`config.mk`:
```
export PLATFORM = sky130hd
export DESIGN_NAME = pat_fetch_ctrl
export DESIGN_NICKNAME = d
export VERILOG_FILES = /design/src/rtl/blit_pkg.sv /design/src/rtl/pix_down_counter.sv /design/src/rtl/pat_fetch_ctrl.sv
export SDC_FILE = /design/constraint.sdc
export NUM_CORES = 1
export LEC_CHECK = 0
export ABC_AREA = 1
export CORE_MARGIN = 3
export CORE_UTILIZATION = 53
export CTS_CLUSTER_SIZE = 8
export DETAILED_ROUTE_END_ITERATION = 10
export PLACE_DENSITY = 0.84
export SYNTH_ARGS = -nofsm -noshare
export SYNTH_HDL_FRONTEND = slang
export SYNTH_SLANG_ARGS = --single-unit
```
`constraint.sdc`:
```
create_clock -name MasterClock -period 3.6 [get_ports MasterClock]
set_clock_uncertainty 0.2 [all_clocks]
set_input_delay 0.72 -clock MasterClock [delete_from_list [all_inputs] [get_ports MasterClock]]
set_output_delay 0.72 -clock MasterClock [all_outputs]
set_load 0.005 [all_outputs]
```
`src/rtl/blit_pkg.sv`:
```
// Shared types for the blitter pattern-fetch sequencer: FSM state encoding and
// the default pixel-counter width.
package blit_pkg;

    localparam int PAT_CNT_W_DEFAULT = 10;

    typedef enum logic [2:0] {
        IDLE,
        FETCH,
        LOAD,
        WRITE,
        STEP,
        FINISH
    } pat_state_t;

endpackage

```
`src/rtl/pix_down_counter.sv`:
```
// Loadable down-counter holding the pixels remaining in a blitter run.
// Saturates at zero so the remaining-pixel status can never wrap.
module pix_down_counter
    import blit_pkg::*;
#(
    parameter int CNT_W = PAT_CNT_W_DEFAULT
) (
    input  logic             clk,
    input  logic             rst,
    input  logic             load,
    input  logic [CNT_W-1:0] load_val,
    input  logic             dec,
    output logic [CNT_W-1:0] count,
    output logic             is_zero,
    output logic             is_one
);

    logic [CNT_W-1:0] count_reg;
    logic [CNT_W-1:0] count_next;

    always_comb begin
        count_next = count_reg;
        if (load) begin
            count_next = load_val;
        end else if (dec && !is_zero) begin
            count_next = count_reg - CNT_W'(1);
        end
    end

    always_ff @(posedge clk or posedge rst) begin
        if (rst) begin
            count_reg <= '0;
        end else begin
            count_reg <= count_next;
        end
    end

    assign count   = count_reg;
    assign is_zero = (count_reg == '0);
    assign is_one  = (count_reg == CNT_W'(1));

endmodule

```
`src/rtl/pat_fetch_ctrl.sv`:
```
// Pattern data register sequencer: fetches source bytes, pulses the pattern
// latch load, and hands each byte to the destination-write stage.
// Optional SUSPEND input (hold between pixels) enabled by PATFETCH_SUSPEND_EN.
module pat_fetch_ctrl
    import blit_pkg::*;
#(
    parameter int CNT_W = PAT_CNT_W_DEFAULT
) (
    input  logic             MasterClock,
    input  logic             RESET,
    input  logic             START,
    input  logic [CNT_W-1:0] INNER_CNT,
    input  logic             SRCEN,
    output logic             MEM_REQ,
    input  logic             MEM_ACK,
    output logic             LDPATL,
    output logic             WR_REQ,
    input  logic             WR_ACK,
    output logic             BUSY,
    output logic             DONE,
    output logic [CNT_W-1:0] PIX_LEFT
`ifdef PATFETCH_SUSPEND_EN
    ,
    input  logic             SUSPEND
`endif
);

    pat_state_t state_reg;
    pat_state_t state_next;
    logic       mode_reg;
    logic       mode_next;
    logic       cnt_load;
    logic       cnt_dec;
    logic       cnt_is_zero;
    logic       cnt_is_one;
    logic       hold_step;

    logic mem_req_reg;
    logic ldpatl_reg;
    logic wr_req_reg;
    logic busy_reg;
    logic done_reg;

`ifdef PATFETCH_SUSPEND_EN
    assign hold_step = SUSPEND;
`else
    assign hold_step = 1'b0;
`endif

    pix_down_counter #(
        .CNT_W(CNT_W)
    ) u_pix_cnt (
        .clk     (MasterClock),
        .rst     (RESET),
        .load    (cnt_load),
        .load_val(INNER_CNT),
        .dec     (cnt_dec),
        .count   (PIX_LEFT),
        .is_zero (cnt_is_zero),
        .is_one  (cnt_is_one)
    );

    always_comb begin
        state_next = state_reg;
        mode_next  = mode_reg;
        cnt_load   = 1'b0;
        cnt_dec    = 1'b0;
        case (state_reg)
            IDLE: begin
                if (START) begin
                    cnt_load   = 1'b1;
                    mode_next  = SRCEN;
                    state_next = (INNER_CNT == '0) ? FINISH : FETCH;
                end
            end
            FETCH: begin
                if (MEM_ACK) begin
                    state_next = LOAD;
                end
            end
            LOAD: begin
                state_next = WRITE;
            end
            WRITE: begin
                if (WR_ACK) begin
                    state_next = STEP;
                end
            end
            STEP: begin
                // The decision looks at the pre-decrement count: one left means
                // this step consumes the last pixel.
                if (!hold_step) begin
                    cnt_dec = 1'b1;
                    if (cnt_is_one || cnt_is_zero) begin
                        state_next = FINISH;
                    end else if (mode_reg) begin
                        state_next = FETCH;
                    end else begin
                        state_next = WRITE;
                    end
                end
            end
            FINISH: begin
                state_next = IDLE;
            end
            default: begin
                state_next = IDLE;
            end
        endcase
    end

    // Outputs are registered from the next state so they are glitch-free flops.
    always_ff @(posedge MasterClock or posedge RESET) begin
        if (RESET) begin
            state_reg   <= IDLE;
            mode_reg    <= 1'b0;
            mem_req_reg <= 1'b0;
            ldpatl_reg  <= 1'b0;
            wr_req_reg  <= 1'b0;
            busy_reg    <= 1'b0;
            done_reg    <= 1'b0;
        end else begin
            state_reg   <= state_next;
            mode_reg    <= mode_next;
            mem_req_reg <= (state_next == FETCH);
            ldpatl_reg  <= (state_next == LOAD);
            wr_req_reg  <= (state_next == WRITE);
            busy_reg    <= (state_next != IDLE);
            done_reg    <= (state_next == FINISH);
        end
    end

    assign MEM_REQ = mem_req_reg;
    assign LDPATL  = ldpatl_reg;
    assign WR_REQ  = wr_req_reg;
    assign BUSY    = busy_reg;
    assign DONE    = done_reg;

endmodule

```
* Word-level counts from Yosys, hierarchy flattened
Cells that the tools add are included.
Word-level totals: logic and storage cells 39, output and inout port bits 15, flip-flop bits (word level) 19, input port bits 16
Cells by class: equality and inequality tests 9, reduce and logical (&&, ||, !) cells 9, add/sub/neg operators 1, mux-type cells 12
Operator list (number):
- zero test 10 bit | 2
- 2-to-1 mux 10 bit | 2
- 2-to-1 mux 3 bit | 5
- one-hot mux 3 bit (5 select lines) | 1
- == test 3 x 2 -> 1 bit (second input constant) | 4
- == test 10 x 1 -> 1 bit (second input constant) | 1
- subtractor 10 x 1 -> 10 bit (second input constant) | 1
- == test 3 x 1 -> 1 bit (second input constant) | 2
- == test 3 bit (second input constant) | 2
- zero test 3 bit | 1
- 2-to-1 mux 1 bit | 3
- nonzero test 3 bit | 1
- 2-to-1 mux 2 bit | 1
- AND reduction 2 bit | 1
- nonzero test 2 bit | 1
- logical AND 1 bit | 1
- zero test 1 bit | 1
- logical OR 1 bit | 1

* Depth between registers and ports, before layout
Gate-level depths: netlist of run 1.
depth after elaboration 5, mapped depth 10, gate-level depth less buffers 9

* Hierarchy
Synthesis of run 1 repeated with hierarchy kept, for this count alone.
Second synthesis, totals: cell total of the unflattened synthesis 180, area, all modules 1270.0 um2
By module, submodules not included:
- pix_down_counter | instances 1, area each 809.5 um2, cells each 123
- pat_fetch_ctrl | instances 1, area each 460.4 um2, cells each 57

* Worst setup path after synthesis of run 1
Ideal clock, no wire load.
kind flip-flop to flip-flop, from register u_pix_cnt.count_reg[0], in the netlist u_pix_cnt.count[0], to register u_pix_cnt.count_reg[7], in the netlist u_pix_cnt.count[7], stages on the path, launching flop included 11, data required time 3.281 ns, path slack 1.965 ns, period minus slack after synthesis 1.635 ns, arrival time 1.316 ns, buffers on the path 1, setup time 0.119 ns, path through dfrtp_1 > inv_1 > ha_1 > inv_1 > nor2_2 > nand3_2 > nand2_2 > nand2_2 > buf_6 > o21ai_2 > nand2_2
On the way: cells in the longest elaborated chain, start to end 4, elaborated cells between the ends (all ways) 7, those cells by class add/sub (1); mux (2); reduce/logical (4)
Ends and longest elaborated chain:
- from (decl) | line pix_down_counter.sv:18 | logic [CNT_W-1:0] count_reg;
- from (signal assigned) | line pix_down_counter.sv:34 | count_reg <= count_next;
- branches (longest 4 deep; another with subtractor 10 x 1 -> 10 bit)
Parallel ways; which one is timed is not known. The select of a mux whose other input is x is not followed. A chain may end at the register's enable or synchronous reset.

* Worst setup path after layout of run 1
from register u_pix_cnt.count_reg[4], in the netlist u_pix_cnt.count[4], to output port PIX_LEFT[4]
RTL lines:
- to (decl) | line pat_fetch_ctrl.sv:21 | output logic [CNT_W-1:0] PIX_LEFT
No word-level cell between the ends.

==> run_results.csv, run 1 <==
group,metric,value,unit
synthesis,syn_area,0.00133,sq mm
worst_setup_path,end_kind,"primary output",
timing,rsz0062_at_grt,"no",
synthesis,syn_nets,204,
clock_tree,cts_tree,"built",
clock_tree,clk_path_buf_depth,2,
layout,multiInputGateArea,738,sq um
clock_tree,clk_latency,0.30,ns
routing,ant_nets,0,
layout,synthToLayoutAreaGrowth,25.9,%
layout,final.fill_count,198,
routing,wl_per_cell,13.3,um
worst_setup_path,critPathKind,"reg -> out",
worst_setup_path,slowest_delay,0.56,ns
power_and_ir_drop,p_leak,0.833,nW
grt,grt_overflow,0,
routing,routed_via_density,5.35,
die,ios,31,
die,die_h,56.0,um
worst_setup_path,cp.required,2.68,ns
synthesis,synth_flop_cell,"dfrtp_1",
timing,fin_crit_sh,63.4,%
synthesis,yosysTopAreaCellShare,35.8,%
power_and_ir_drop,powerDensity,809,mW/mm^2
clock_tree,clock_sinks,19,
synthesis,postSynth.asyncResetShare,100,%
timing,finalWorstSetupSlack,1.32,ns
clock_tree,postCtsSetupRepairBufs,0,
layout,ff_latch_area,475,sq um
timing,setup_viol_count_final,0,
worst_setup_path,arrival,1.36,ns
min_path,hold_path.class,"reg -> reg",
synthesis,ys_seq_area_share,35.8,%
routing,drc,0,
synthesis,avgSynthCellArea,7.17,sq um
die,rows,17,
routing,vias,1311,
placement,place_ws,1.30,ns
worst_setup_path,path_cells,"clkdlybuf4s50_1",
synthesis,synth_edf_count,0,
layout,drive_gt1_share,19.4,%
timing,fin_tns_setup,0,ns
worst_setup_path,path_max_fanout,6,
die,dieArea,0.00314,sq mm
die,core-area,0.00230,sq mm
placement,gp_congestion,0.908,
timing,finalHoldViolCount,0,
die,die_w,56.0,um
worst_setup_path,startpoint_type,"flop",
clock_tree,postCtsHoldBufs,0,
placement,io_buffer_count,30,
worst_setup_path,crit_family,"buffers and inverters",
clock_tree,path_clk_slew,0.12,ns
routing,first_iter_violations,72,
worst_setup_path,path_buf_inv,1,
power_and_ir_drop,worst_ir_drop_vdd,0.583,mV
flow_run,cap_viol_max_count,0,
status,run_status,"finished, final reports clean",
timing,slew_viol_final,0,
synthesis,yosysWarnings,0,
timing,max-slew-margin-rel,52.9,%
grt,grt_pass1_vias,1197,
synthesis,synth_top_area_cell,"dfrtp_1",
timing,max_freq,438,MHz
layout,n_antenna_cell,0,
grt,antenna_found_initial,0,
clock_tree,cts_buffers,3,
clock_tree,root_buffer,"clkbuf_4",
timing,tightest_slew,0.705,ns
grt,grt_max_degree,20,
grt,grt_pass1_wl,5.40,mm
synthesis,synth_most_common_cell,"nand2_1",
worst_setup_path,crit_slowest_cell,"clkdlybuf4s50_1",
die,start_util,57.7,%
synthesis,synth_area_leaders,"dfrtp_1, nand2_1, nor2_1",
routing,wl,3.26,mm
synthesis,syn_inst,185,
grt,grt_usage,21.5,%
layout,nets,237,
placement,dp_hpwl,2.49,mm
timing,finalCriticalPeriod,2.28,ns
synthesis,ys_top_cells_by_count,"nand2_1, nor2_1, inv_1",
synthesis,ys_seq_elements,19,
layout,largest_reg_flops,10,
routing,dr.pass1.iters,5,
clock_tree,cts-resized-gates,0,
clock_tree,htreeDepth,1,
synthesis,synth.distinct_cells,22,
[area by class of cell]
type,instances,area share (%)
Clock buffer,3,1.35
Clock inverter,1,0.300
Inverter,25,5.62
Multi-Input combinational cell,139,44.2
Sequential cell,19,28.5
Tap cell,28,2.10
Timing Repair Buffer,30,18.0
[where the power goes]
part / internal (mW) / leakage (nW) / switching [mW]
Combinational: 0.344 / 0.577 / 0.475
Clock: 0.0414 / 0.0177 / 0.0700
Sequential: 0.306 / 0.238 / 0.115
[layout by cell type (no fill, tap or decap), types with 2 or more instances in the layout]
cell type        count
nor2_1              25
o21ai_0              5
nand4_1              2
a21oi_1              2
nand2_2             11
inv_2                5
clkbuf_4             3
inv_1               20
dfrtp_1             19
clkdlybuf4s50_1     30
nor2_2               3
nor2_4               4
o21ai_1              5
ha_1                 3
or2_2                2
nand3_2              7
o21ai_2              5
nand3_1             10
nand2_1             52
[through the flow]
stage | cell area (sq um) | utilization [%] | power (mW) | std cells | hold slack, ns
floorplan | 1330 | - | 0.949 | 185 | 0.243
global placement | 1640 | 71.5 | 1.20 | 241 | 0.280
detailed placement | 1640 | 71.5 | 1.22 | 241 | 0.291
CTS | 1670 | 72.7 | 1.34 | 245 | 0.318
global route | 1670 | 72.7 | 1.47 | 245 | 0.338
finish | 1670 | 72.7 | 1.35 | 245 | 0.318
[cells by family (layout without fill, tap and decap cells)]
logic type | count (synthesis) | count (layout) | share of synthesized area (%)
AND/OR/NAND/NOR | 119 | 119 | 45.0
buffers and inverters | 27 | 59 | 8.49
flip-flops | 19 | 19 | 35.8
AO/OA/AOI/OAI | 17 | 17 | 7.83
adder cells (fa/ha/maj) | 3 | 3 | 2.83
[metal layers]
layer	global-route usage, %	share of wire [%]
met4	7.12	2.2
met3	2.32	8.3
met5	0	0
met2	35.1	48
met1	29.6	42
[worst paths after layout]
kind	start	end	slack, ns	cells after the start
min reg2reg	mode_reg	mode_reg	0.32	2
max	u_pix_cnt.count[4]	PIX_LEFT[4]	1.32	1
min in group asynchronous	RESET	u_pix_cnt.count[7]	0.61	2
min	mode_reg	mode_reg	0.32	2
max in group asynchronous	RESET	u_pix_cnt.count[1]	2.14	2
max reg2reg	u_pix_cnt.count[0]	u_pix_cnt.count[2]	1.70	9
Note: power is estimated with default switching activity, not from simulation.
==> run 2, diff against run 1 <==
--- a/config.mk
+++ b/config.mk
@@ -7,10 +7,10 @@
 export LEC_CHECK = 0
 export ABC_AREA = 1
 export CORE_MARGIN = 3
-export CORE_UTILIZATION = 53
+export CORE_UTILIZATION = 45
 export CTS_CLUSTER_SIZE = 8
 export DETAILED_ROUTE_END_ITERATION = 10
-export PLACE_DENSITY = 0.84
+export PLACE_DENSITY = 0.76
 export SYNTH_ARGS = -nofsm -noshare
 export SYNTH_HDL_FRONTEND = slang
 export SYNTH_SLANG_ARGS = --single-unit
==> constraint.sdc (replaced) <==
create_clock -name MasterClock -period 1.88 [get_ports MasterClock]
set_clock_uncertainty 0.2 [all_clocks]
set_input_delay 0.376 -clock MasterClock [delete_from_list [all_inputs] [get_ports MasterClock]]
set_output_delay 0.376 -clock MasterClock [all_outputs]
set_load 0.005 [all_outputs]
==> run_results.csv, run 2 (synthesized netlist as in run 1, its figures left out) <==
group,metric,value,unit
grt,grt_overflow,0,
worst_setup_path,arrival,1.27,ns
worst_setup_path,crit_family,"buffers and inverters",
routing,wl,3.19,mm
die,dieArea,0.00363,sq mm
routing,routed_via_density,4.92,
worst_setup_path,critPathKind,"reg -> out",
worst_setup_path,worstSetupPathDepth,1,
layout,n_antenna_cell,0,
grt,grtUsageMet2,30.1,%
die,die_w,60.3,um
die,die_h,60.3,um
worst_setup_path,path_buf_inv,1,
worst_setup_path,path_max_fanout,6,
timing,finalHoldViolCount,0,
grt,busiest_layer,"met2",
placement,dp_hpwl,2.58,mm
timing,max-slew-margin-rel,83.4,%
layout,nets,250,
placement,dp_cells,254,
worst_setup_path,r2r_cells,10,
clock_tree,path_clk_slew,0.12,ns
clock_tree,cts_buffers,3,
status,run_status,"finished, final reports clean",
worst_setup_path,cp.required,1.30,ns
layout,largest_reg_flops,10,
timing,slew_viol_final,0,
grt,antenna_found_initial,0,
die,core-area,0.00278,sq mm
layout,multiInputGateArea,738,sq um
layout,mostFrequentLayoutCells,"nand2_1, clkdlybuf4s50_1, nor2_1, inv_1",
grt,grt_pass1_vias,1211,
layout,synthToLayoutAreaGrowth,35.4,%
routing,drc,0,
clock_tree,cts_tree,"built",
timing,finalCriticalPeriod,1.85,ns
clock_tree,root_buffer,"clkbuf_4",
placement,gp_congestion,0.918,
power_and_ir_drop,p_leak,0.903,nW
worst_setup_path,end_kind,"primary output",
routing,wl_per_cell,12.2,um
worst_setup_path,path_cells,"clkdlybuf4s50_1",
grt,grt_max_degree,20,
worst_setup_path,startpoint_type,"flop",
timing,max_freq,541,MHz
layout,final_cell_count_no_fill,261,
timing,finalWorstSetupSlack,0.0304,ns
die,ios,31,
layout,final_core_util,64.6,%
layout,ff_latch_area,484,sq um
flow_run,cap_viol_max_count,0,
power_and_ir_drop,worst_ir_drop_vdd,0.949,mV
clock_tree,htreeDepth,1,
timing,setup_viol_count_final,0,
die,start_util,47.7,%
grt,grtUsageMet1,27.8,%
routing,vias,1284,
timing,rsz0062_at_grt,"no",
grt,grt_pass1_wl,5.34,mm
grt,use_met3,3.24,%
layout,drive_gt1_share,27.0,%
clock_tree,postCtsHoldBufs,0,
worst_setup_path,crit_slowest_cell,"clkdlybuf4s50_1",
timing,fin_crit_sh,98.4,%
clock_tree,clk_latency,0.30,ns
placement,io_buffer_count,30,
power_and_ir_drop,powerDensity,1540,mW/mm^2
die,rows,19,
clock_tree,clk_path_buf_depth,2,
clock_tree,clock_sinks,19,
routing,ant_nets,0,
layout,final.fill_count,246,
grt,grt_usage,19.6,%
layout,mostFrequentLayoutCell,"nand2_1",
routing,dr.pass1.iters,5,
min_path,hold_path.class,"in -> async",
placement,place_ws,-0.0774,ns
routing,first_iter_violations,41,
worst_setup_path,slowest_delay,0.53,ns
timing,tightest_slew,0.249,ns
-- run 2: final cells by class --
cell class	count	area share [%]
Clock buffer	3	1.25
Clock inverter	1	0.279
Inverter	25	5.23
Multi-Input combinational cell	139	41.1
Sequential cell	19	27.0
Tap cell	31	2.16
Timing Repair Buffer	43	23.0
-- run 2: through the flow --
step	TNS (ns)	cell area, sq um	hold WS, ns	total power [mW]
2_1_floorplan	0	1330	0.127	1.82
3_3_place_gp	-0.0221	1730	0.287	2.45
3_5_place_dp	-0.308	1730	0.286	2.50
4_1_cts	0	1770	0.189	2.73
5_1_grt	0	1800	0.185	3.02
6_report	0	1800	0.185	2.76
-- run 2: final timing paths --
path                                    startpoint                 end  slack [ns]
worst min-delay path                         RESET  u_pix_cnt.count[9]        0.19
worst min register to register            mode_reg            mode_reg        0.31
worst max register to register  u_pix_cnt.count[1]  u_pix_cnt.count[6]        0.14
min in group MasterClock                  mode_reg            mode_reg        0.31
max in group asynchronous                    RESET  u_pix_cnt.count[2]        1.07
worst max-delay path            u_pix_cnt.count[4]         PIX_LEFT[4]        0.03
-- run 2: report_power, final --
group	switching (mW)	internal (mW)	total [mW]
logic	0.949	0.810	1.76
clock network	0.135	0.0793	0.214
registers	0.186	0.600	0.786
total	1.27	1.49	2.76
-- run 2: timing repair --
item                       in CTS  in global routing
setup endpoints to repair       6                  4
gates resized for setup         6                  2
buffers inserted                0                  3
-- run 2: metal layers --
layer / wire length, um / vias to the layer above / part of all wire (%)
li1: - / 669 / -
met1: 1440 / 567 / 45
met2: 1460 / 42 / 46
met3: 228 / 6 / 7.1
met4: 59 / 0 / 1.8
met5: 0 / - / 0
==> run 3, diff against run 2 <==
--- a/config.mk
+++ b/config.mk
@@ -6,11 +6,14 @@
 export NUM_CORES = 1
 export LEC_CHECK = 0
 export ABC_AREA = 1
+export CELL_PAD_IN_SITES_DETAIL_PLACEMENT = 1
+export CELL_PAD_IN_SITES_GLOBAL_PLACEMENT = 2
 export CORE_MARGIN = 3
-export CORE_UTILIZATION = 45
+export CORE_UTILIZATION = 24
 export CTS_CLUSTER_SIZE = 8
 export DETAILED_ROUTE_END_ITERATION = 10
-export PLACE_DENSITY = 0.76
+export PLACE_DENSITY_LB_ADDON = 0.1
+export SETUP_SLACK_MARGIN = 0.3
 export SYNTH_ARGS = -nofsm -noshare
 export SYNTH_HDL_FRONTEND = slang
 export SYNTH_SLANG_ARGS = --single-unit
==> run_results.csv, run 3 (synthesized netlist as in run 1, its figures left out) <==
group,metric,value,unit
routing,wl_per_cell,14.2,um
grt,grt_pass1_vias,1558,
worst_setup_path,r2r_cells,10,
worst_setup_path,arrival,1.63,ns
die,die_h,80.3,um
die,rows,26,
clock_tree,root_buffer,"clkbuf_8",
routing,first_iter_violations,43,
clock_tree,postCtsHoldBufs,0,
routing,wl,4.51,mm
layout,nets,268,
power_and_ir_drop,p_seq_share,20.4,%
clock_tree,cts_tree,"built",
worst_setup_path,startpoint_type,"flop",
worst_setup_path,r2r_slack,0.21,ns
worst_setup_path,cp_common_cell,"nand2_2",
die,ios,31,
clock_tree,path_clk_slew,0.08,ns
layout,drive_gt1_share,41.1,%
grt,grt_overflow,0,
timing,finalCriticalPeriod,1.67,ns
power_and_ir_drop,p_int,1.84,mW
timing,max_freq,600,MHz
die,start_util,25.3,%
placement,gp_congestion,0.806,
worst_setup_path,critPathLaunch,"u_pix_cnt.count[5]",
layout,largest_reg_flops,10,
worst_setup_path,path_max_fanout,5,
power_and_ir_drop,powerDensity,1620,mW/mm^2
timing,fin_crit_sh,88.6,%
layout,mostFrequentLayoutCell,"nand2_1",
clock_tree,cts_buffers,3,
power_and_ir_drop,p_leak,1.08,nW
routing,dr.pass1.iters,4,
clock_tree,htreeDepth,1,
grt,grt_usage,15.7,%
die,core-area,0.00524,sq mm
flow_run,cap_viol_max_count,0,
clock_tree,clock_sinks,19,
layout,n_antenna_cell,0,
timing,max-slew-margin-rel,77.5,%
power_and_ir_drop,sw_frac_of_total,47.2,%
timing,tightest_slew,0.334,ns
die,die_w,80.3,um
die,dieArea,0.00645,sq mm
worst_setup_path,critPathKind,"reg -> reg",
worst_setup_path,slowest_delay,0.43,ns
power_and_ir_drop,total_power,3.49,mW
power_and_ir_drop,clkPwrFrac,8.8,%
placement,dp_cells,292,
worst_setup_path,cp.required,1.84,ns
clock_tree,clk_path_buf_depth,2,
clock_tree,clk_latency,0.27,ns
routing,routed_via_density,4.39,
worst_setup_path,crit_family,"simple AND/OR/NAND/NOR gates",
layout,final_cell_count_no_fill,318,
grt,grt_max_degree,20,
timing,rsz0062_at_grt,"yes",
grt,grt_pass1_wl,7.75,mm
timing,slew_viol_final,0,
power_and_ir_drop,p_switching,1.65,mW
routing,drc,0,
timing,finalHoldViolCount,0,
layout,mostFrequentLayoutCells,"nand2_1, buf_4, nor2_1, inv_1, clkdlybuf4s50_1",
grt,antenna_found_initial,0,
layout,synthToLayoutAreaGrowth,62.1,%
placement,dp_hpwl,3.41,mm
worst_setup_path,reg2reg_from,"u_pix_cnt.count[5]",
worst_setup_path,path_cells,"buf_6 > nor2_4 > nand2_2 > inv_2 > nand3_2 > nand2_2 > nand2_4 > buf_6 > o21ai_4 > nand2_2",
min_path,hold_path.class,"in -> async",
routing,ant_nets,0,
worst_setup_path,worstSetupPathDepth,10,
power_and_ir_drop,p_comb_share,70.9,%
power_and_ir_drop,worst_ir_drop_vdd,0.503,mV
placement,io_buffer_count,30,
worst_setup_path,path_buf_inv,3,
worst_setup_path,end_kind,"flop",
worst_setup_path,crit_slowest_cell,"dfrtp_2",
worst_setup_path,crit_path_end,"u_pix_cnt.count[7]",
timing,setup_viol_count_final,0,
worst_setup_path,r2r_end,"u_pix_cnt.count[7]",
status,run_status,"finished, final reports clean",
routing,vias,1395,
run 3: final cells by class:
class / count / area, sq um
sequential: 19 / 483
inverter: 25 / 104
tap: 70 / 87.6
clock buffer: 3 / 41.3
fill: 646 / 3090
timing repair buffer: 61 / 537
multi-input combinational: 139 / 892
clock inverter: 1 / 5.00
run 3: worst min path at each step:
stage             start                  to  slack (ns)  cells after the start
3_5_place_dp   mode_reg            mode_reg        0.30                      2
2_1_floorplan     RESET                BUSY        0.13                      1
5_1_grt           RESET        state_reg[1]        0.29                      3
3_3_place_gp   mode_reg            mode_reg        0.29                      2
6_report          RESET  u_pix_cnt.count[6]        0.25                      3
4_1_cts           RESET  u_pix_cnt.count[7]        0.27                      3
run 3: per-layer routing:
metal / routed length (um) / part of all wire, % / GRT usage [%]
met1: 2130 / 47 / 21.3
met2: 2140 / 48 / 25.7
met3: 142 / 3.1 / 1.68
met4: 94 / 2.1 / 5.41
met5: 0 / 0 / 0
run 3: power groups by stage:
stage	Sequential [mW]	Combinational [mW]	Clock, mW
finish	0.711	2.47	0.306
global placement	0.812	1.76	0
detailed placement	0.819	1.78	0
global route	0.732	2.74	0.348
floorplan	0.788	1.05	0
CTS	0.710	2.38	0.318
run 3: what timing repair did:
action / in CTS / in global routing
setup endpoints to repair: 29 / 18
buffers inserted: 19 / 3
pin swaps: 15 / 7
gates resized for setup: 60 / 13
run 3: through the flow:
step	area, sq um	setup slack, ns	hold slack, ns	util [%]	setup TNS [ns]
6_report	2150	0.214	0.250	41.0	0
3_5_place_dp	1790	-0.140	0.295	34.1	-0.812
4_1_cts	2090	0.176	0.266	39.9	0
5_1_grt	2150	0.127	0.288	41.0	0
3_3_place_gp	1790	-0.0649	0.292	34.1	-0.312
2_1_floorplan	1340	0.315	0.127	-	0
run 3: tightest hold or removal path, delay by kind of cell:
kind     cells  cell delay (ns)
buf+inv      3             0.73
